<file path="src/rtl/wb_scoreboard_pkg.sv">
//------------------------------------------------------------------------------
// Module   : wb_scoreboard_pkg
// Purpose  : Shared sizing, sid helpers and entry layout for the writeback
//            scoreboard. SCOREBOARD_SIZE_WIDTH sets log2 of the entry count
//            and may be overridden on the command line.
// Ports    : none (package)
// Config   : `SCOREBOARD_SIZE_WIDTH (default 3 -> 8 entries)
// Revision : 1.0 - initial release
//------------------------------------------------------------------------------
`default_nettype none

`ifndef SCOREBOARD_SIZE_WIDTH
`define SCOREBOARD_SIZE_WIDTH 3
`endif

package wb_scoreboard_pkg;

   localparam int IDX_W    = `SCOREBOARD_SIZE_WIDTH;
   localparam int SB_DEPTH = 1 << IDX_W;
   // One extra MSB acts as a wrap bit so full and empty are distinguishable.
   localparam int SID_W    = IDX_W + 1;

   typedef logic [SID_W-1:0] sid_t;

   // Packed entry layout, MSB first: {valid, done, wen, rd[4:0]}.
   typedef struct packed {
      logic       valid;
      logic       done;
      logic       wen;
      logic [4:0] rd;
   } sb_entry_t;

   function automatic logic [IDX_W-1:0] sid_idx(input sid_t sid);
      return sid[IDX_W-1:0];
   endfunction

endpackage

`default_nettype wire

</file>
<file path="src/rtl/wb_scoreboard_age_cmp.sv">
//------------------------------------------------------------------------------
// Module   : sb_age_cmp
// Purpose  : Age comparator relative to the scoreboard head. younger is set
//            when sid is strictly younger than ref_sid, where age is
//            (sid - head) modulo the sid space.
// Ports    : sid, head, ref_sid (SID_W in), younger (1 out)
// Revision : 1.0 - initial release
//------------------------------------------------------------------------------
`default_nettype none

module sb_age_cmp
   import wb_scoreboard_pkg::*;
(
   input  logic [SID_W-1:0] sid,
   input  logic [SID_W-1:0] head,
   input  logic [SID_W-1:0] ref_sid,
   output logic             younger
);

   logic [SID_W-1:0] w_age_sid;
   logic [SID_W-1:0] w_age_ref;

   // Modular subtraction folds the wrap bit into a plain distance from head.
   assign w_age_sid = sid - head;
   assign w_age_ref = ref_sid - head;
   assign younger   = (w_age_sid > w_age_ref);

endmodule

`default_nettype wire

</file>
<file path="src/rtl/wb_scoreboard.sv">
//------------------------------------------------------------------------------
// Module   : wb_scoreboard
// Purpose  : In-flight instruction tracker. Allocates sids at issue (up to
//            two per cycle), marks entries done from two writeback ports,
//            retires up to two done entries in order per cycle, squashes
//            entries younger than a redirecting sid and publishes per-register
//            busy bits.
// Ports    : clk, rst_n               clock / async active-low reset
//            iss{0,1}_valid/wen/rd_i  issue requests
//            alloc_ready_o            at least two free entries
//            iss{0,1}_sid_o           sids handed to the issue slots
//            wb{0,1}_valid/sid_i      writeback completions
//            wb_redirect_i/sid_i      redirect, squash younger entries
//            rd_busy_o                per-register pending-write bits
//            retire_cnt_o             entries retired this cycle
//            sb_empty_o               no live entries
// Config   : SB_WB_BYPASS_EN - same-cycle writeback wakeup on rd_busy_o
// Revision : 1.0 - initial release
//------------------------------------------------------------------------------
`default_nettype none

module wb_scoreboard
   import wb_scoreboard_pkg::*;
(
   input  logic             clk,
   input  logic             rst_n,
   input  logic             iss0_valid_i,
   input  logic             iss0_wen_i,
   input  logic [4:0]       iss0_rd_i,
   input  logic             iss1_valid_i,
   input  logic             iss1_wen_i,
   input  logic [4:0]       iss1_rd_i,
   output logic             alloc_ready_o,
   output logic [SID_W-1:0] iss0_sid_o,
   output logic [SID_W-1:0] iss1_sid_o,
   input  logic             wb0_valid_i,
   input  logic [SID_W-1:0] wb0_sid_i,
   input  logic             wb1_valid_i,
   input  logic [SID_W-1:0] wb1_sid_i,
   input  logic             wb_redirect_i,
   input  logic [SID_W-1:0] wb_redirect_sid_i,
   output logic [31:0]      rd_busy_o,
   output logic [1:0]       retire_cnt_o,
   output logic             sb_empty_o
);

   logic [SID_W-1:0]    r_head;
   logic [SID_W-1:0]    r_tail;
   sb_entry_t           r_ent [SB_DEPTH];

   logic [SID_W-1:0]    w_count;
   logic                w_issue0;
   logic                w_issue1;
   logic                w_wb0_in_range;
   logic                w_wb1_in_range;
   logic                w_wb0_ok;
   logic                w_wb1_ok;
   logic [IDX_W-1:0]    w_h0;
   logic [IDX_W-1:0]    w_h1;
   logic                w_ret0;
   logic                w_ret1;
   logic [SB_DEPTH-1:0] w_squash;
   logic [SB_DEPTH-1:0] w_done_set;
   logic [SB_DEPTH-1:0] w_clear;
   logic [SB_DEPTH-1:0] w_alloc0;
   logic [SB_DEPTH-1:0] w_alloc1;
   logic [SB_DEPTH-1:0] w_wake;

   // Occupancy and allocation
   assign w_count       = r_tail - r_head;
   assign alloc_ready_o = (w_count <= SID_W'(SB_DEPTH - 2));
   assign sb_empty_o    = (w_count == '0);
   assign iss0_sid_o    = r_tail;
   assign iss1_sid_o    = r_tail + SID_W'(1);

   // A redirect in the same cycle drops the issue group entirely.
   assign w_issue0 = iss0_valid_i & alloc_ready_o & ~wb_redirect_i;
   assign w_issue1 = w_issue0 & iss1_valid_i;

   // Writeback accepted only for sids in [head, tail): tail younger than sid.
   sb_age_cmp u_wb0_live (
      .sid     (r_tail),
      .head    (r_head),
      .ref_sid (wb0_sid_i),
      .younger (w_wb0_in_range)
   );

   sb_age_cmp u_wb1_live (
      .sid     (r_tail),
      .head    (r_head),
      .ref_sid (wb1_sid_i),
      .younger (w_wb1_in_range)
   );

   assign w_wb0_ok = wb0_valid_i & w_wb0_in_range & r_ent[sid_idx(wb0_sid_i)].valid;
   assign w_wb1_ok = wb1_valid_i & w_wb1_in_range & r_ent[sid_idx(wb1_sid_i)].valid;

   // In-order retire from registered state. The second slot is held back if
   // a same-cycle redirect squashes it, so head can never pass the new tail.
   assign w_h0         = sid_idx(r_head);
   assign w_h1         = w_h0 + IDX_W'(1);
   assign w_ret0       = r_ent[w_h0].valid & r_ent[w_h0].done;
   assign w_ret1       = w_ret0 & r_ent[w_h1].valid & r_ent[w_h1].done & ~w_squash[w_h1];
   assign retire_cnt_o = {w_ret1, w_ret0 & ~w_ret1};

   generate
      for (genvar i = 0; i < SB_DEPTH; i++) begin : g_entry
         localparam logic [IDX_W-1:0] c_idx = IDX_W'(i);
         logic [SID_W-1:0] w_ent_sid;
         logic             w_younger;

         // Reconstruct the entry's full sid: indices below head's index have
         // wrapped once relative to head.
         assign w_ent_sid = {(c_idx >= w_h0) ? r_head[SID_W-1] : ~r_head[SID_W-1], c_idx};

         sb_age_cmp u_squash_cmp (
            .sid     (w_ent_sid),
            .head    (r_head),
            .ref_sid (wb_redirect_sid_i),
            .younger (w_younger)
         );

         assign w_squash[i]   = wb_redirect_i & r_ent[i].valid & w_younger;
         assign w_done_set[i] = (w_wb0_ok & (sid_idx(wb0_sid_i) == c_idx))
                              | (w_wb1_ok & (sid_idx(wb1_sid_i) == c_idx));
         assign w_clear[i]    = w_squash[i]
                              | (w_ret0 & (w_h0 == c_idx))
                              | (w_ret1 & (w_h1 == c_idx));
         assign w_alloc0[i]   = w_issue0 & (sid_idx(iss0_sid_o) == c_idx);
         assign w_alloc1[i]   = w_issue1 & (sid_idx(iss1_sid_o) == c_idx);
      end
   endgenerate

`ifdef SB_WB_BYPASS_EN
   assign w_wake = w_done_set;
`else
   assign w_wake = '0;
`endif

   always_ff @(posedge clk or negedge rst_n) begin
      if (!rst_n) begin
         r_head <= '0;
         r_tail <= '0;
         for (int i = 0; i < SB_DEPTH; i++) begin
            r_ent[i] <= '0;
         end
      end else begin
         r_head <= r_head + SID_W'(retire_cnt_o);
         if (wb_redirect_i) begin
            r_tail <= wb_redirect_sid_i + SID_W'(1);
         end else if (w_issue0) begin
            r_tail <= r_tail + (w_issue1 ? SID_W'(2) : SID_W'(1));
         end
         for (int i = 0; i < SB_DEPTH; i++) begin
            if (w_alloc0[i]) begin
               r_ent[i] <= {1'b1, 1'b0, iss0_wen_i, iss0_rd_i};
            end else if (w_alloc1[i]) begin
               r_ent[i] <= {1'b1, 1'b0, iss1_wen_i, iss1_rd_i};
            end
            if (w_done_set[i]) begin
               r_ent[i].done <= 1'b1;
            end
            // Retire and squash take priority over a same-cycle done.
            if (w_clear[i]) begin
               r_ent[i] <= '0;
            end
         end
      end
   end

   always_comb begin
      rd_busy_o = '0;
      for (int i = 0; i < SB_DEPTH; i++) begin
         if (r_ent[i].valid & ~r_ent[i].done & r_ent[i].wen & ~w_wake[i]) begin
            rd_busy_o[r_ent[i].rd] = 1'b1;
         end
      end
      rd_busy_o[0] = 1'b0;
   end

endmodule

`default_nettype wire

</file>
<file path="config.mk">
export PLATFORM = sky130hd
export DESIGN_NAME = wb_scoreboard
export DESIGN_NICKNAME = d
export VERILOG_FILES = /design/src/rtl/wb_scoreboard_pkg.sv /design/src/rtl/wb_scoreboard_age_cmp.sv /design/src/rtl/wb_scoreboard.sv
export SDC_FILE = /design/constraint.sdc
export NUM_CORES = 1
export LEC_CHECK = 0
export BUFFER_PORTS_ARGS = -buffer_cell sky130_fd_sc_hd__clkbuf_2
export CORE_MARGIN = 4
export CORE_UTILIZATION = 35
export DETAILED_ROUTE_END_ITERATION = 10
export PLACE_DENSITY_LB_ADDON = 0.25
export SLEW_MARGIN = 20
export SYNTH_ARGS = -nofsm -noshare
export SYNTH_HDL_FRONTEND = slang
export SYNTH_SLANG_ARGS = --single-unit
</file>
<file path="constraint.sdc">
create_clock -name clk -period 4.6 [get_ports clk]
set_input_delay 0.23 -clock clk [delete_from_list [all_inputs] [get_ports clk]]
set_output_delay 0.23 -clock clk [all_outputs]
set_load 0.05 [all_outputs]
</file>
Yosys cells after proc, flatten, opt, wreduce, memory -nomap -nowiden
Index checks and enable logic that the tools add are counted.
W data, S select, Z words.
{"block": "totals", "regBits": 72, "elab_cells": 385, "in_bits": 31}
{"block": "classes", "magnitude_cmp": 40, "reduce_logical": 32, "muxes": 81, "eq_ne": 42, "add_sub_neg": 17, "bitwise_logic": 139}
{"cell": "$mux W32", "count": 8}
{"cell": "$mux W8", "count": 32}
{"cell": "$or A32 B32 Y32", "count": 7}
{"cell": "$bmux W8 S3", "count": 4}
{"cell": "$and A1 B1 Y1", "count": 92}
{"cell": "$eq A3 B3 Y1 const B", "count": 24}
{"cell": "$lt A5 B6 Y1 const B", "count": 8}
{"cell": "$sub A4 B4 Y4", "count": 12}
{"cell": "$demux W1 S5", "count": 8}
{"cell": "$ge A5 B1 Y1 const B", "count": 8}
{"cell": "$gt A4 B4 Y1", "count": 10}
{"cell": "$eq A3 B2 Y1 const B", "count": 12}
{"cell": "$reduce_bool A4 Y1", "count": 8}
{"cell": "$mux W1", "count": 25}
{"cell": "$or A1 B1 Y1", "count": 24}
{"cell": "$reduce_bool A3 Y1", "count": 8}
{"cell": "$eq A3 B1 Y1 const B", "count": 6}
{"cell": "$logic_not A3 Y1", "count": 6}
{"cell": "$ge A4 B4 Y1 const B", "count": 4}
{"cell": "$not A3 Y4", "count": 4}
{"cell": "$ge A3 B3 Y1 const A", "count": 4}
{"cell": "$not A1 Y1", "count": 12}
{"cell": "$add A4 B1 Y4 const B", "count": 2}
{"cell": "$add A4 B2 Y4", "count": 2}
{"cell": "other kinds (11)", "count": 21}

Longest topological paths before layout
{"block": "logic_depth", "word_depth": 19, "depth_mapped": 17}

By module
From an unflattened synthesis, not the netlist that was laid out.
{"block": "unflattened", "cells_unflattened": 1246, "hier_area_um2": 10322.4}
{"mod": "wb_scoreboard", "cells_each": 884, "instances": 1, "area_each_um2": 7134.3, "seq_area_each_um2": 1801.7}
{"mod": "sb_age_cmp at g_entry[0].u_squash_cmp ...", "cells_each": 36, "instances": 8, "area_each_um2": 319.1, "seq_area_each_um2": 0.0}
{"mod": "sb_age_cmp at u_wb0_live ...", "cells_each": 37, "instances": 2, "area_each_um2": 317.8, "seq_area_each_um2": 0.0}

Worst setup path after synthesis
OpenSTA, ideal clock, no wires.
{"block": "synth_path", "path_type": "register -> register", "start": "register r_head[2]", "end": "register r_head[2]", "setup_time_ns": 0.135, "required_ns": 4.465, "t_arrival_ns": 5.259, "path_slack_ns": -0.794, "period_less_slack_ns": 5.394, "stages_incl_launch_ff": 18, "cell_sequence": "dfrtp_1 > clkbuf_1 > inv_1 > ha_1 > a21oi_1 > a21oi_1 > nor2b_1 > ha_1 > nand3_1 > o211a_1 > o21ai_0 > a32oi_4 > nor2_1 > a211oi_1 > ha_1 > inv_1 > fa_1 > xnor2_1"}
{"block": "synth_between", "elab_chain_cells": 12, "word_cells_on_any_way": 60}
{"item": "start, declared", "line": "wb_scoreboard.sv:47", "source": "logic [SID_W-1:0] r_head;"}
{"item": "start signal, assigned", "line": "wb_scoreboard.sv:148", "source": "r_head <= r_head + SID_W'(retire_cnt_o);"}
{"item": "$ge A1 B3 Y1, or another cell as far along", "line": "wb_scoreboard.sv:114", "source": "assign w_ent_sid = {(c_idx >= w_h0) ? r_head[SID_W-1] : ~r_head[SID_W-1], c_idx};"}
{"item": "$mux W1", "line": "wb_scoreboard.sv:114"}
{"item": "$sub A4 B4 Y4", "line": "wb_scoreboard_age_cmp.sv:24", "source": "assign w_age_sid = sid - head;"}
{"item": "$gt A4 B4 Y1", "line": "wb_scoreboard_age_cmp.sv:26", "source": "assign younger = (w_age_sid > w_age_ref);"}
{"item": "$and A1 B1 Y1", "line": "wb_scoreboard.sv:123", "source": "assign w_squash[i] = wb_redirect_i & r_ent[i].valid & w_younger;"}
{"item": "$bmux W1 S3", "line": "wb_scoreboard.sv:103", "source": "assign w_ret1 = w_ret0 & r_ent[w_h1].valid & r_ent[w_h1].done & ~w_squash[w_h1];"}
{"item": "$mux W1 (not written as such)", "line": "wb_scoreboard.sv:103"}
{"item": "$not A1 Y1", "line": "wb_scoreboard.sv:103"}
{"item": "$and A1 B1 Y1", "line": "wb_scoreboard.sv:103"}
{"item": "$not A1 Y1", "line": "wb_scoreboard.sv:104", "source": "assign retire_cnt_o = {w_ret1, w_ret0 & ~w_ret1};"}
{"item": "$and A1 B1 Y1 *", "line": "wb_scoreboard.sv:104"}
{"item": "named net retire_cnt_o[0]", "line": "wb_scoreboard.sv:43", "source": "output logic [1:0] retire_cnt_o,"}
{"item": "$add A4 B2 Y4 *", "line": "wb_scoreboard.sv:148"}
The timed path passes the listed nets; every way through them passes the cells marked *. The select of a mux whose other input is x is not followed.
A chain may end at the register's enable or synchronous reset.

Worst setup path in the final report
{"block": "layout_path", "start": "register r_head[0]", "end": "register r_head[2]"}
{"block": "layout_between", "elab_chain_cells": 12, "word_cells_on_any_way": 60}
{"item": "$ge A1 B3 Y1, or another cell as far along", "line": "wb_scoreboard.sv:114"}
{"item": "$mux W1", "line": "wb_scoreboard.sv:114"}
{"item": "$sub A4 B4 Y4", "line": "wb_scoreboard_age_cmp.sv:24"}
{"item": "$gt A4 B4 Y1", "line": "wb_scoreboard_age_cmp.sv:26"}
{"item": "$and A1 B1 Y1", "line": "wb_scoreboard.sv:123"}
{"item": "$bmux W1 S3", "line": "wb_scoreboard.sv:103"}
{"item": "$mux W1 (not written as such)", "line": "wb_scoreboard.sv:103"}
{"item": "$not A1 Y1", "line": "wb_scoreboard.sv:103"}
{"item": "$and A1 B1 Y1", "line": "wb_scoreboard.sv:103"}
{"item": "$not A1 Y1", "line": "wb_scoreboard.sv:104"}
{"item": "$and A1 B1 Y1", "line": "wb_scoreboard.sv:104"}
{"item": "$add A4 B2 Y4 *", "line": "wb_scoreboard.sv:148"}
Mark *: on every way between the ends. The rest lies on a longest branch, timed or not. The select of a mux whose other input is x is not followed.

==> flow_metrics.tcl <==
set metrics [dict create \
    outcome "complete, no violations" \
    syn_area_um2 8434 \
    cap_viol_max_count 0 \
    p_clk_share_pct 12.6 \
    drt_pass1_iterations 7 \
    cts_tree "built" \
    worstSkewPairLatency_ps 360 \
    grt_busiest_layer "met2" \
    relSlewSlack_pct 16.20 \
    internal-power_mw 2.500 \
    vias_per_cell 6.361 \
    synth_top_area_share_pct 21.36 \
    setup_viol 0 \
    grt_use_total_pct 25.16 \
    die_h_um 163.2 \
    skew_ps 11.26 \
    antenna_found_initial 0 \
    powerDensity_nw_per_um2 588.7 \
    synth_top_cell_by_area "dfrtp_1" \
    stdcell_count 1411 \
    hold_class "in -> async" \
    power_frac_comb_pct 60.4 \
    gp_congestion 1.015 \
    wl_per_cell_um 24.10 \
    io_pins 75 \
    critical_path.startpoint_type "flop" \
    cts_resized 0 \
    grt.overflow.total 0 \
    max-clock-path-buffers 2 \
    fmax_mhz 237.0 \
    ys_seq_elements 72 \
    synth_cells 1032 \
    p_leak_nw 4.073 \
    ctsHoldBuffers 0 \
    drtIter0Drc 1201 \
    synth_async_sr_flop_share_pct 100.0 \
    finalCritPeriodShare_pct 91.71 \
    grt_pass1_vias 8661 \
    period_minus_slack_ps 4219 \
    dpl.hpwl_mm 24.91 \
    met1_usage_pct 33.09 \
    fin_setup_tns_ps 0 \
    io_buffers 73 \
    fillers 2486 \
    grt_pass1_wl_mm 52.14 \
    crit_buf_inv 4 \
    cts_made_buffers 9 \
    htree_levels 3 \
    critPathMaxFanout 33 \
    nets 1190 \
    critPathCaptureType "flop" \
    pwr-share-seq_pct 27.0 \
    required_ps 4840 \
    crit_slowest_cell "ha_1" \
    yosysSeqAreaShare_pct 21.36 \
    die_w_um 163.2 \
    finalHoldViolCount 0 \
    multi_input_area_um2 6304 \
    placedCellCount 1395 \
    die-area_um2 26650 \
    fin_util_pct 40.11 \
    yosysWarnings 0 \
    ys.flop_type "dfrtp_1" \
    grt_max_degree 73 \
    syn_to_final_growth_pct 12.30 \
    clkTransAtPathRegs_ps 70 \
    ys_top_cells_by_count "nor2_1, nand2_1, dfrtp_1, ha_1, o22ai_1" \
    cp.arrival_ps 4450 \
    worstMarginPinSlew_ps 1247 \
    synth.most_common_cell "nor2_1" \
    rows 56 \
    register_area_um2 1802 \
    start_util_pct 35.72 \
    ir_drop_mv 0.3910 \
    syn_avg_cell_area_um2 8.173 \
    critical-path-max-stage-delay_ps 480 \
    synth.top_cells.by_area "dfrtp_1, ha_1, mux2i_1" \
    drc 0 \
    routed_wirelength_mm 34.00 \
    met3_usage_pct 4.719 \
    drive_gt1_share_pct 17.03 \
    numClockSinks 72 \
    crit_chain "buf_4 > inv_2 > ha_1 > inv_1 > a2111oi_0 > ha_1 > a21oi_1 > a21oi_1 > a211o_1 > a31oi_4 > buf_4 > nor2_1 > fa_1 > xnor2_1" \
    root_buffer "clkbuf_16" \
    rsz0062_at_grt "false" \
    grtUsageMet2_pct 41.02 \
    yosysUniqueCellTypes 75 \
    sw_frac_of_total_pct 55.16 \
    cp_top_family "adder cells" \
    cts_setup_buffers 0 \
    antenna_left 0 \
    switchingPower_mw 3.076 \
    diodes 0 \
    core_um2 23610 \
    synth_edf_count 0 \
    vias 8975 \
    crit_type "reg -> reg" \
    hold_slack_ps 22.06 \
    drv_slew 0 \
]
-- per-layer routing --
metal	vias to the layer above	part of all wire (%)
met3	119	8.7
li1	4051	-
met5	-	0
met1	4275	42
met4	0	3.9
met2	530	46
-- layout by cell type (no fill, tap or decap), types with 4 or more instances in the layout --
cell type,synthesis,routed
a211oi_1,36,35
a21o_1,7,7
a21oi_1,41,41
a222oi_1,6,6
a22oi_1,50,50
a31oi_1,5,5
and2_1,12,12
and3_1,14,14
and3b_1,12,12
buf_4,5,19
clkbuf_16,0,9
clkbuf_2,0,71
dfrtp_1,72,72
fa_1,7,7
ha_1,65,65
inv_1,41,41
mux2_2,26,26
mux2i_1,38,38
mux4_2,4,4
nand2_1,77,77
nand2b_1,16,16
nand3_1,38,38
nand3b_1,21,21
nand4_1,23,23
nor2_1,85,85
nor2b_1,24,23
nor3_1,23,21
nor3b_1,20,20
nor4_1,7,7
o211ai_1,12,12
o21ai_0,21,21
o22ai_1,58,58
or2_2,12,12
or3b_2,13,13
or4_1,16,16
xnor2_1,12,11
xor2_1,10,10
-- area by class of cell --
type / count / area share, %
clock buffers: 9 / 2.378
clock inverters: 7 / 0.6605
inverters: 43 / 1.704
multi-input cells: 870 / 66.55
flip-flops and latches: 72 / 19.02
well taps: 319 / 4.214
repair buffers: 91 / 5.469
-- state kept, by name, summed over array words and instances, names as in the netlist --
signal      count
iss0_sid_o      4
r_ent          64
r_head          4
-- worst paths after layout --
check                                startpoint            end  slack (ps)  depth (start not counted)
setup / recovery                      r_head[0]      r_head[2]         380                         14
hold / removal                            rst_n       r_ent[1]          20                          1
setup reg to reg                      r_head[0]      r_head[2]         380                         14
hold reg to reg                       r_ent[30]      r_ent[30]         570                          2
max in group asynchronous                 rst_n  iss0_sid_o[3]        3950                          1
min in group clk           wb_redirect_sid_i[0]  iss0_sid_o[0]         170                          2
-- kinds of logic (layout without fill, tap and decap cells) --
group	after synthesis	after routing	share of synthesized area, %
simple gates	426	426	27.67
compound gates	278	278	23.50
buf+inv	91	150	4.332
fa+ha+maj	72	72	11.30
flops	72	72	21.36
mux	69	69	9.316
xor+xnor	23	23	2.477
other cells	1	2	0.04446
-- stage by stage --
step	area [um^2]	power, mW	setup WS (ps)
2_1_floorplan	8453	3.737	58.01
3_3_place_gp	9166	4.753	287.0
3_5_place_dp	9171	4.783	162.2
4_1_cts	9459	5.501	234.4
5_1_grt	9472	5.960	87.40
6_report	9472	5.576	381.4
-- power by group through the flow --
stage,clock network (mW),logic [mW],registers (mW)
floorplan,0,2.62,1.12
global placement,0,3.29,1.47
detailed placement,0,3.31,1.47
CTS,0.713,3.33,1.46
global route,0.740,3.71,1.51
finish,0.704,3.37,1.51
(Power assumes the default switching activity.)
